`config.mk`:
```
export PLATFORM = sky130hd
export DESIGN_NAME = imem_load_ctrl_flat
export DESIGN_NICKNAME = d
export VERILOG_FILES = /design/src/rtl/imem_load_ctrl_pkg.sv /design/src/rtl/imem_load_ctrl_if.sv /design/src/rtl/imem_byte_packer.sv /design/src/rtl/imem_load_ctrl.sv /design/src/flat_wrapper.sv
export SDC_FILE = /design/constraint.sdc
export NUM_CORES = 1
export LEC_CHECK = 0
export ABC_CLOCK_PERIOD_IN_PS = 2650
export BUFFER_PORTS_ARGS = -buffer_cell sky130_fd_sc_hd__buf_2
export CORE_ASPECT_RATIO = 2
export CORE_MARGIN = 2
export CORE_UTILIZATION = 54
export CTS_CLUSTER_DIAMETER = 200
export CTS_CLUSTER_SIZE = 28
export DETAILED_ROUTE_END_ITERATION = 7
export GPL_TIMING_DRIVEN = 0
export HOLD_SLACK_MARGIN = 0.1
export PLACE_DENSITY = 0.8
export SETUP_SLACK_MARGIN = 0.4
export SLEW_MARGIN = 25
export SYNTH_ARGS = -nofsm -noshare
export SYNTH_HDL_FRONTEND = slang
export SYNTH_SLANG_ARGS = --single-unit
```
`constraint.sdc`:
```
create_clock -name clk -period 2.65 [get_ports clk]
set_input_delay 0.265 -clock clk [delete_from_list [all_inputs] [get_ports clk]]
set_output_delay 0.265 -clock clk [all_outputs]
set_load 0.005 [all_outputs]
```
`src/rtl/imem_load_ctrl_pkg.sv`:
```
// Shared definitions for the program-ROM load controller: FSM states and ROM geometry.
package imem_load_ctrl_pkg;

    typedef enum logic [2:0] {
        ST_RUN,
        ST_DRAIN,
        ST_LOAD,
        ST_FLUSH,
        ST_FINISH
    } state_e;

    localparam int ROM_ADDR_W = 14;
    localparam int ROM_DEPTH  = 16384;

endpackage

```
`src/rtl/imem_load_ctrl_if.sv`:
```
// Byte-stream, fetch-address and prgrom port bundle.
// master = load controller, slave = UART/fetch/ROM side.
interface imem_load_ctrl_if import imem_load_ctrl_pkg::*; #(
    parameter int ADDR_W = ROM_ADDR_W
);
    logic              byte_valid;
    logic [7:0]        byte_data;
    logic              byte_ready;
    logic [ADDR_W-1:0] fetch_addr;
    logic [ADDR_W-1:0] rom_addr;
    logic              rom_we;
    logic [31:0]       rom_wdata;

    modport master (
        input  byte_valid, byte_data, fetch_addr,
        output byte_ready, rom_addr, rom_we, rom_wdata
    );

    modport slave (
        output byte_valid, byte_data, fetch_addr,
        input  byte_ready, rom_addr, rom_we, rom_wdata
    );
endinterface

```
`src/rtl/imem_byte_packer.sv`:
```
// Packs accepted bytes little-endian into 32-bit words.
// A completed word is staged with a pending flag until the parent writes it.
module imem_byte_packer import imem_load_ctrl_pkg::*; (
    input  logic        clk,
    input  logic        rst,
    input  logic        clear_i,
    input  logic        accept_i,
    input  logic [7:0]  byte_i,
    input  logic        write_i,
    output logic [1:0]  byte_cnt_o,
    output logic        pend_o,
    output logic [31:0] staged_o,
    output logic [31:0] partial_o
);
    logic [31:0] asm_q, asm_d;
    logic [31:0] staged_q, staged_d;
    logic [1:0]  cnt_q, cnt_d;
    logic        pend_q, pend_d;

    always_ff @(posedge clk) begin
        if (!rst) begin
            asm_q    <= '0;
            staged_q <= '0;
            cnt_q    <= '0;
            pend_q   <= 1'b0;
        end else begin
            asm_q    <= asm_d;
            staged_q <= staged_d;
            cnt_q    <= cnt_d;
            pend_q   <= pend_d;
        end
    end

    always_comb begin
        asm_d    = asm_q;
        staged_d = staged_q;
        cnt_d    = cnt_q;
        pend_d   = pend_q;
        if (write_i)
            pend_d = 1'b0;
        if (clear_i) begin
            asm_d  = '0;
            cnt_d  = '0;
            pend_d = 1'b0;
        end else if (accept_i) begin
            asm_d[8*cnt_q +: 8] = byte_i;
            cnt_d = cnt_q + 2'd1;
            // The completing byte bypasses asm_q so the staged word is whole at this edge.
            if (cnt_q == 2'd3) begin
                staged_d = {byte_i, asm_q[23:0]};
                pend_d   = 1'b1;
            end
        end
    end

    // Lanes at or above byte_cnt may hold bytes from an earlier word.
    always_comb begin
        unique case (cnt_q)
            2'd0: partial_o = '0;
            2'd1: partial_o = {24'h0, asm_q[7:0]};
            2'd2: partial_o = {16'h0, asm_q[15:0]};
            default: partial_o = {8'h0, asm_q[23:0]};
        endcase
    end

    assign byte_cnt_o = cnt_q;
    assign pend_o     = pend_q;
    assign staged_o   = staged_q;
endmodule

```
`src/rtl/imem_load_ctrl.sv`:
```
// Arbitrates the single-port program ROM between instruction fetch and a byte loader.
// The CPU is held in reset for the whole load so it restarts at PC 0.
module imem_load_ctrl import imem_load_ctrl_pkg::*; #(
    parameter int ADDR_W = ROM_ADDR_W,
    parameter int DEPTH  = ROM_DEPTH
) (
    input  logic             clk,
    input  logic             rst,
    input  logic             load_req,
    imem_load_ctrl_if.master bus,
    output logic             cpu_rst_n,
    output logic             stall,
    output logic             busy,
    output logic             load_done,
    output logic [ADDR_W:0]  word_count
);
    localparam logic [ADDR_W:0] LAST_PTR = (ADDR_W+1)'(DEPTH - 1);
    localparam logic [ADDR_W:0] LIMIT    = (ADDR_W+1)'(DEPTH);

    state_e          state_q, state_d;
    logic [ADDR_W:0] wr_ptr_q, wr_ptr_d;

    logic        pk_clear, pk_write, pend, accept;
    logic [1:0]  byte_cnt;
    logic [31:0] staged, partial;

    imem_byte_packer u_packer (
        .clk        (clk),
        .rst        (rst),
        .clear_i    (pk_clear),
        .accept_i   (accept),
        .byte_i     (bus.byte_data),
        .write_i    (pk_write),
        .byte_cnt_o (byte_cnt),
        .pend_o     (pend),
        .staged_o   (staged),
        .partial_o  (partial)
    );

    assign accept = bus.byte_valid && bus.byte_ready;

    always_ff @(posedge clk) begin
        if (!rst) begin
            state_q  <= ST_RUN;
            wr_ptr_q <= '0;
        end else begin
            state_q  <= state_d;
            wr_ptr_q <= wr_ptr_d;
        end
    end

    always_comb begin
        state_d        = state_q;
        wr_ptr_d       = wr_ptr_q;
        bus.rom_addr   = bus.fetch_addr;
        bus.rom_we     = 1'b0;
        bus.rom_wdata  = staged;
        bus.byte_ready = 1'b0;
        cpu_rst_n      = 1'b0;
        stall          = 1'b1;
        busy           = 1'b1;
        load_done      = 1'b0;
        pk_clear       = 1'b0;
        pk_write       = 1'b0;

        unique case (state_q)
            ST_RUN: begin
                cpu_rst_n = 1'b1;
                stall     = 1'b0;
                busy      = 1'b0;
                if (load_req)
                    state_d = ST_DRAIN;
            end
            ST_DRAIN: begin
                wr_ptr_d = '0;
                pk_clear = 1'b1;
                state_d  = ST_LOAD;
            end
            ST_LOAD: begin
                bus.rom_addr   = wr_ptr_q[ADDR_W-1:0];
                bus.byte_ready = !(pend && wr_ptr_q == LAST_PTR);
                if (pend) begin
                    bus.rom_we = 1'b1;
                    pk_write   = 1'b1;
                    wr_ptr_d   = wr_ptr_q + 1'b1;
                end
                if (pend && wr_ptr_q == LAST_PTR)
                    state_d = ST_FINISH;
                else if (!load_req)
                    state_d = (byte_cnt != 2'd0) ? ST_FLUSH : ST_FINISH;
            end
            ST_FLUSH: begin
                bus.rom_addr = wr_ptr_q[ADDR_W-1:0];
                if (pend) begin
                    bus.rom_we = 1'b1;
                    pk_write   = 1'b1;
                    wr_ptr_d   = wr_ptr_q + 1'b1;
                end else begin
                    // A word completed while entering FLUSH leaves no partial; skip the empty write.
                    if (byte_cnt != 2'd0 && wr_ptr_q < LIMIT) begin
                        bus.rom_we    = 1'b1;
                        bus.rom_wdata = partial;
                        wr_ptr_d      = wr_ptr_q + 1'b1;
                    end
                    pk_clear = 1'b1;
                    state_d  = ST_FINISH;
                end
            end
            ST_FINISH: begin
                bus.rom_addr = wr_ptr_q[ADDR_W-1:0];
                load_done    = 1'b1;
                state_d      = ST_RUN;
            end
            default: state_d = ST_RUN;
        endcase
    end

    assign word_count = wr_ptr_q;
endmodule

```
`src/flat_wrapper.sv`:
```
// flat-port wrapper written by rule: the top's interface ports become plain ports
module imem_load_ctrl_flat import imem_load_ctrl_pkg::*;
#(
    parameter int ADDR_W = ROM_ADDR_W,
    parameter int DEPTH  = ROM_DEPTH
)
  (clk, rst, load_req, cpu_rst_n, stall, busy, load_done, word_count, bus_byte_valid, bus_byte_data, bus_fetch_addr, bus_byte_ready, bus_rom_addr, bus_rom_we, bus_rom_wdata);
  imem_load_ctrl_if #(.ADDR_W(ADDR_W)) bus_i ();
  input  logic clk;
  input  logic rst;
  input  logic load_req;
  output logic cpu_rst_n;
  output logic stall;
  output logic busy;
  output logic load_done;
  output logic [ADDR_W:0] word_count;
  input wire logic [$bits(bus_i.byte_valid)-1:0] bus_byte_valid;
  input wire logic [$bits(bus_i.byte_data)-1:0] bus_byte_data;
  input wire logic [$bits(bus_i.fetch_addr)-1:0] bus_fetch_addr;
  output wire logic [$bits(bus_i.byte_ready)-1:0] bus_byte_ready;
  output wire logic [$bits(bus_i.rom_addr)-1:0] bus_rom_addr;
  output wire logic [$bits(bus_i.rom_we)-1:0] bus_rom_we;
  output wire logic [$bits(bus_i.rom_wdata)-1:0] bus_rom_wdata;
  assign bus_i.byte_valid = bus_byte_valid;
  assign bus_i.byte_data = bus_byte_data;
  assign bus_i.fetch_addr = bus_fetch_addr;
  assign bus_byte_ready = bus_i.byte_ready;
  assign bus_rom_addr = bus_i.rom_addr;
  assign bus_rom_we = bus_i.rom_we;
  assign bus_rom_wdata = bus_i.rom_wdata;
  imem_load_ctrl #(.ADDR_W(ADDR_W), .DEPTH(DEPTH)) u_core (.clk(clk), .rst(rst), .load_req(load_req), .bus(bus_i), .cpu_rst_n(cpu_rst_n), .stall(stall), .busy(busy), .load_done(load_done), .word_count(word_count));
endmodule
```
==> reports/results.txt, run 1 <==
The tools report the maximum resistive drop on vdd as 0.000480 V. The Yosys step of the flow raised 0 warnings. The insertion delay to the later sink of the worst-skew pair is 0.34 ns. In the synthesized netlist the dominant register cell turns out to be sky130_fd_sc_hd__dfxtp_1.

Before antenna repair, the detailed router went through 5 iterations. Input and output buffers added on the ports amount to 91. The final-report setup violation count is 0. For this configuration, the core starts out at a cell density of 55.8%.

Global routing used 28.8% of the available tracks. The vertical extent of the die works out to 127 µm. Among all stages on the critical path, the largest delay is contributed by sky130_fd_sc_hd__or3b_4. The worst pin sits at a relative slew slack of 42.5%.

The detailed-route via count was 4097. The run gives 0.00727 mm² as the standard cell core area. Counting instances in the post-synthesis netlist gives the leading cell types as sky130_fd_sc_hd__nand2_1, sky130_fd_sc_hd__dfxtp_1, sky130_fd_sc_hd__mux2i_1. The power per cell area was 569 mW/mm²; the delay of the slowest critical-path stage was 0.39 ns. Across the run, the number of max-cap violations was 0.

For the pin with the worst max-slew slack, the measured transition is 0.861 ns. The tools report the number of I/O pins as 93. The run finished with clean final reports. STA puts the critical path data arrival time at 2.35 ns. In this run the horizontal extent of the chip is 65.3 µm. In this run the top signal layer used is met4.

The area growth from synthesis to layout is 31.2%. The detail-routed via count per cell works out to 5.71. The tools report the type of origin of the critical path as a register. After global routing the overflow that remains totals 0. The count of nets left with antenna violations once routing finished came out at 0.

The number of endpoints with negative hold slack in the final report is 0. The combined buffer and inverter count along the critical path was 5; the proportion of netlist area held by the largest area contributor was 38.0%. The logs give 0.00406 mm² for the mapped cell area and 3968 for the via count of the first global-routing pass. The net count of the finished layout is 653. Once placement completed, the tool counted placed cells totaling 688. The root buffer cell chosen for the clock tree is sky130_fd_sc_hd__clkbuf_16. Kind of critical path: reg -> out. For this design the static power due to leakage is 2.16 nW. The average wire per standard cell came out at 16.7 µm. The tools report the cell row count as 44. The wire length on met3 was 575 µm; the maximum fanout along the worst path was 10. For the sequential area share after synthesis, the log shows 38.0%.

Setup repair after global routing could not meet its margin everywhere. For the required time of the critical path, the log shows 2.38 ns. The clock drives 77 sinks. The logs give 8380 µm for the half-perimeter wire length after detailed placement and 0.00660 ns for the worst-case clock skew. After layout, the worst path uses 98.6% of the clock period. The finished layout holds 718 standard cells, fillers aside. The run gives 12000 µm as the final routed wirelength across all metal layers.

TritonCTS built the clock tree. Synthesis inferred 77 register bits. 0 antenna diodes ended up in the layout. The number of flops mapped to enable cells by yosys came out at 0. No sink is reached through more buffers than the 2 on the longest clock path. After detailed routing, the number of remaining DRC violations is 0. The average instance in the mapped netlist occupies 8.03 µm². Sorting the synthesized cells by area gives the leading types as sky130_fd_sc_hd__dfxtp_1, sky130_fd_sc_hd__nand2_1, sky130_fd_sc_hd__mux2i_1, sky130_fd_sc_hd__mux2_2, sky130_fd_sc_hd__o21ai_0. The run gives 0 as the initial antenna violation count.

Total chip power: 3.03 mW. Routability-driven placement finished with a final weighted congestion of 0.877. The number of nets handed over by synthesis was 537. The H-tree level count is 3.

The CTS buffer count was 9; the minimum period implied by the final worst setup slack was 2.61 ns. In the final layout, the share of cells above drive strength 1 is 30.5%. The synthesized design spends more area on one cell type than any other, namely sky130_fd_sc_hd__dfxtp_1.

The first global-routing pass estimated 18400 µm of wire. Maximum number of pins on one net before global-route repair: 14. The wire length on met1 is 4180 µm, and the setup slack of the worst register-to-register path is 0.39 ns.

Measured on the finished design, the core utilization comes to 73.2%. The setup TNS came out at 0 ns. Synthesis produced 505 cells. In this run the worst hold path is classified as in -> reg.

The family with the most delay on the worst path was simple AND/OR/NAND/NOR gates. The worst setup path is captured at an output pin. The count of hold buffers inserted by post-cts repair is 0. Based on the critical path, the design can be clocked at up to 383 MHz. The tools report the number of different library cells in the post-synthesis netlist as 45. The most common cell in the synthesized netlist is sky130_fd_sc_hd__nand2_1. The die area was 0.00826 mm²; the share of synthesized flip-flops with an asynchronous set or reset was 0%. The signal on the critical path passes through inv_2 > ha_4 > or3b_4 > buf_6 > or3_4 > buf_12 > buf_8 > nand2_1 > o21ai_2 > buf_2.

Routed length on met2: 6660 µm. The first routing iteration left 274 violations. The max-slew violation count was 0; the CTS clock-pin slew for the worst setup and hold paths was 0.06 ns.
## kinds of logic after synthesis
logic type	after synthesis	share of synthesized area (%)
compound gates	65	9.78
mux	72	18.2
buf+inv	43	5.12
fa+ha+maj	6	1.85
flops	77	38.0
xor+xnor	6	1.30
simple gates	236	25.8
## area by class of cell
class	instances	area, µm²
multi-input combinational	386	2460
fill	560	1950
sequential	77	1550
timing repair buffer	104	581
clock buffer	10	239
buffer	33	235
tap	92	115
clock inverter	6	109
inverter	10	40.0
## cells in the final DEF (no fill, tap or decap), types with 5 or more instances in the layout
master,instances
sky130_fd_sc_hd__a21oi_1,11
sky130_fd_sc_hd__and2_1,9
sky130_fd_sc_hd__buf_2,97
sky130_fd_sc_hd__buf_4,14
sky130_fd_sc_hd__buf_6,5
sky130_fd_sc_hd__clkbuf_1,11
sky130_fd_sc_hd__clkbuf_16,9
sky130_fd_sc_hd__dfxtp_1,75
sky130_fd_sc_hd__ha_1,5
sky130_fd_sc_hd__inv_1,8
sky130_fd_sc_hd__mux2_2,14
sky130_fd_sc_hd__mux2i_1,58
sky130_fd_sc_hd__nand2_1,166
sky130_fd_sc_hd__nand2_2,5
sky130_fd_sc_hd__nand3_1,6
sky130_fd_sc_hd__nor2_1,12
sky130_fd_sc_hd__o21ai_0,14
sky130_fd_sc_hd__o21ai_1,12
sky130_fd_sc_hd__o21ai_2,8
sky130_fd_sc_hd__or3_1,8
sky130_fd_sc_hd__xnor2_1,6
## where the power goes
group | internal [mW] | total [mW] | switching, mW | leakage, nW
Combinational | 0.171 | 0.409 | 0.238 | 1.37
Sequential | 1.17 | 1.19 | 0.0161 | 0.622
Clock | 0.945 | 1.43 | 0.483 | 0.173
## flip-flops by register name, indices dropped and copies added, names as in the netlist
signal and count:
u_core.u_packer.asm_q 24, u_core.word_count 15, u_core.u_packer.staged_o 32, u_core.state_q 3
u_core.u_packer.byte_cnt_o 2, u_core.u_packer.pend_o 1
## through the flow
stage          area, µm²  setup WS, ns  hold WS (ns)
6_report            5320        0.0369         0.225
5_1_grt             5320       -0.0146         0.220
2_1_floorplan       4060         0.429         0.404
3_3_place_gp        4630        0.0183         0.438
4_1_cts             5170        0.0652         0.209
3_5_place_dp        4630        0.0109         0.446
## what timing repair did
| action | CTS | global route |
|---|---|---|
| setup endpoints to repair | 42 | 59 |
| buffers inserted | 9 | 3 |
| pin swaps | 6 | 11 |
| gates cloned | 1 | 1 |
| resized for setup | 31 | 32 |
## worst paths after layout
kind / start / end / depth (start not counted)
max reg2reg: u_core.u_packer.byte_cnt_o[1]$_SDFFE_PP0P_ / u_core.word_count[12]$_SDFFE_PN0P_ / 9
min reg2reg: u_core.u_packer.staged_o[31]$_SDFFE_PN0P_ / u_core.u_packer.staged_o[31]$_SDFFE_PN0P_ / 2
min: bus_byte_data[4] / u_core.u_packer.asm_q[20]$_SDFFE_PP0P_ / 3
max: u_core.u_packer.byte_cnt_o[1]$_SDFFE_PP0P_ / bus_rom_wdata[0] / 10
## metal layers
layer	vias to the layer above	track usage, %
met4	0	18.5
met2	178	53.2
met1	1937	27.9
met3	39	5.41
li1	1943	-
met5	-	0
## worst reg2reg max path, cell delays in order (launching register included)
cell	delay (ns)
sky130_fd_sc_hd__dfxtp_2	0.35
sky130_fd_sc_hd__inv_2	0.06
sky130_fd_sc_hd__ha_4	0.15
sky130_fd_sc_hd__or3b_4	0.39
sky130_fd_sc_hd__buf_6	0.13
sky130_fd_sc_hd__buf_4	0.13
sky130_fd_sc_hd__buf_8	0.13
sky130_fd_sc_hd__a21o_4	0.22
sky130_fd_sc_hd__or4b_4	0.51
sky130_fd_sc_hd__a21oi_2	0.12
No activity file was read; power rests on OpenSTA's default activity.
==> run 2: changes to the inputs <==
--- a/config.mk
+++ b/config.mk
@@ -15,7 +15,7 @@
 export DETAILED_ROUTE_END_ITERATION = 7
 export GPL_TIMING_DRIVEN = 0
 export HOLD_SLACK_MARGIN = 0.1
-export PLACE_DENSITY = 0.8
+export PLACE_DENSITY = 0.92
 export SETUP_SLACK_MARGIN = 0.4
 export SLEW_MARGIN = 25
 export SYNTH_ARGS = -nofsm -noshare
==> reports/results.txt, run 2 (same netlist as run 1, synthesis figures left out) <==
The run finished with clean final reports. The power per cell area works out to 523 mW/mm². TritonCTS built the clock tree. The final-stage net count was 657. After detailed routing, the number of vias per cell comes to 5.98. The cell depth of the worst min-delay path works out to 3.

In this run the static leakage power is 2.18 nW. The run gives 2.38 ns as the required time of the critical path. The die covers 0.00826 mm².

The logs give 0.00535 ns for the worst-case clock skew and 29.8% for the all-layer global routing usage. The tool flagged a number of max-cap violations equal to 0. The pre-antenna-repair detailed-routing pass consisted of 6 iterations.

The max-slew violation count was 0. The longest clock path from root to sink contains 2 buffers. The routed layout has 4303 vias. The minimum period implied by the final worst setup slack is 2.62 ns, and the fraction of layout instances using a drive strength above 1 is 32.6%. The CTS root buffer is sky130_fd_sc_hd__clkbuf_16. The core region is 0.00727 mm². The maximum number of pins on one net before global-route repair is 12. After layout, the worst path uses 98.7% of the clock period. Setup repair after global routing could not meet its margin everywhere.

The tools report the worst slew margin relative to its limit as 40.0%. The initial antenna violation count was 0; the setup slack of the worst register-to-register path was 0.30 ns. For the worst flop-to-flop path, the logic depth is 10. The critical path's slowest cell is sky130_fd_sc_hd__or3b_4. The initialized floorplan defines 44 standard-cell rows.

Following the worst setup path forward leads to its endpoint at bus_rom_wdata[5]. The overall overflow remaining after global route came out at 0. For this run, the slowest stage of the critical path takes 0.38 ns. 93 I/O pins were placed. IR analysis of the VDD net gives a maximum drop of 0.000323 V.

Measured along the x axis, the die boundary spans 65.3 µm. For the pin with the worst max-slew slack, the measured transition is 0.875 ns. For this block, the initial DRC count from the detailed router was 324. The final-report setup violation count is 0. H-tree level count: 3. Traced cell by cell, the critical path runs through inv_6 > ha_4 > or3b_4 > buf_6 > or3_4 > buf_12 > buf_4 > o21ai_2 > buf_2.

Fill cells in the final layout number 486. STA puts the critical path data arrival time at 2.35 ns. In the layout the commonest cells are sky130_fd_sc_hd__nand2_1, sky130_fd_sc_hd__buf_2, sky130_fd_sc_hd__dfxtp_1. In this run the remaining antenna-violating nets after routing total 0. Compared with the post-synthesis result, the final layout area differs by 31.8%. The worst register-to-register path begins at u_core.u_packer.byte_cnt_o[0]$_SDFFE_PP0P_.

In the final timing run, aggregate negative setup slack is 0 ns. The run gives 0 as the number of endpoints with negative hold slack in the final report. Number of antenna diodes: 0. Kind of critical path: reg -> out.

For the starting utilization of the core area, the log shows 55.8%. At the later pin of the worst-skew pair, clock insertion delay measures 0.34 ns. For the peak clock frequency supported by timing, the log shows 382 MHz.

Counting every sink on the clock net gives 77. The number of clock buffers added by TritonCTS is 9. At the end of the flow the core is filled with cells to 73.6%. The most frequent standard cell in the layout excluding fill and tap cells was sky130_fd_sc_hd__nand2_1. Half-perimeter wire length after detailed placement: 8430 µm. The worst setup path is captured at an output pin. Average wire per standard cell: 18.0 µm.

The worst setup path is launched from a register. Summing internal, switching and leakage power gives 2.79 mW. The most critical setup path has its startpoint at u_core.u_packer.byte_cnt_o[0]$_SDFFE_PP0P_. The final routed wirelength across all metal layers came out at 13000 µm. The worst hold path belongs to the class in -> reg. The floorplan step set the die height to 127 µm.

The via count of the first global-routing pass is 4155, and the CTS clock-pin slew for the worst setup and hold paths is 0.05 ns. The first global-routing pass estimated 19000 µm of wire. The register with the most flip-flops in the layout has 32 of them.

The congestion estimate from routability-driven global placement came to 0.882. The maximum fanout along the worst path was 7. The number of hold buffers added after CTS was 0.

Final hold analysis gives a worst-case slack of 0.222 ns. After the flow finishes, the layout carries non-filler instances totaling 720. The residual DRC count was 0; the number of input and output port buffers inserted was 91.

After detailed placement, the design holds a cell count of 688. The worst register-to-register path ends at u_core.word_count[11]$_SDFFE_PN0P_.
-- run 2: layout make-up --
cell class	instances	area, µm²	share of cell area [%]
Timing Repair Buffer	108	642	12.0
Buffer	33	236	4.42
Sequential cell	77	1550	28.9
Tap cell	92	115	2.15
Inverter	10	42.5	0.796
Clock inverter	1	5.00	0.0936
Multi-Input combinational cell	386	2480	46.3
Clock buffer	13	280	5.24
-- run 2: worst max-delay path: cells and delay by family (launching register included) --
kind	cells	cell delay, ns
compound gates	1	0.13
fa+ha+maj	1	0.15
buf+inv	5	0.62
flops	1	0.37
simple gates	2	0.73
-- run 2: what timing repair did --
action	in CTS	in global routing
gates cloned	3	1
pin swaps	13	10
setup buffers	7	7
resized for setup	49	31
setup endpoints to repair	42	62
-- run 2: metal layers --
metal  up-vias  routed length [µm]  global-route usage [%]
li1       1952                   -                       -
met1      2010                4340                    28.0
met2       261                6890                    54.4
met3        80                 828                    6.12
met4         0                 910                    22.1
met5         -                   0                       0
-- run 2: per-stage QoR --
stage | setup WS (ns) | instance area [µm²]
floorplan | 0.429 | 4060
global placement | 0.0211 | 4630
detailed placement | -0.0143 | 4630
CTS | 0.0568 | 5170
global route | -0.0110 | 5350
finish | 0.0342 | 5350
-- run 2: how the worst min path moves through the flow --
stage,startpoint,endpoint
finish,bus_byte_data[4],u_core.u_packer.asm_q[12]$_SDFFE_PP0P_
global route,bus_byte_data[4],u_core.u_packer.asm_q[12]$_SDFFE_PP0P_
CTS,bus_byte_data[4],u_core.u_packer.asm_q[12]$_SDFFE_PP0P_
detailed placement,u_core.u_packer.staged_o[24]$_SDFFE_PN0P_,u_core.u_packer.staged_o[24]$_SDFFE_PN0P_
global placement,u_core.u_packer.staged_o[28]$_SDFFE_PN0P_,u_core.u_packer.staged_o[28]$_SDFFE_PN0P_
floorplan,bus_byte_data[0],u_core.u_packer.asm_q[0]$_SDFFE_PP0P_
-- run 2: power breakdown --
part | internal [mW] | total, mW | switching [mW]
Clock | 0.724 | 1.19 | 0.464
Sequential | 1.17 | 1.19 | 0.0166
Combinational | 0.173 | 0.417 | 0.244
Total | 2.07 | 2.79 | 0.724
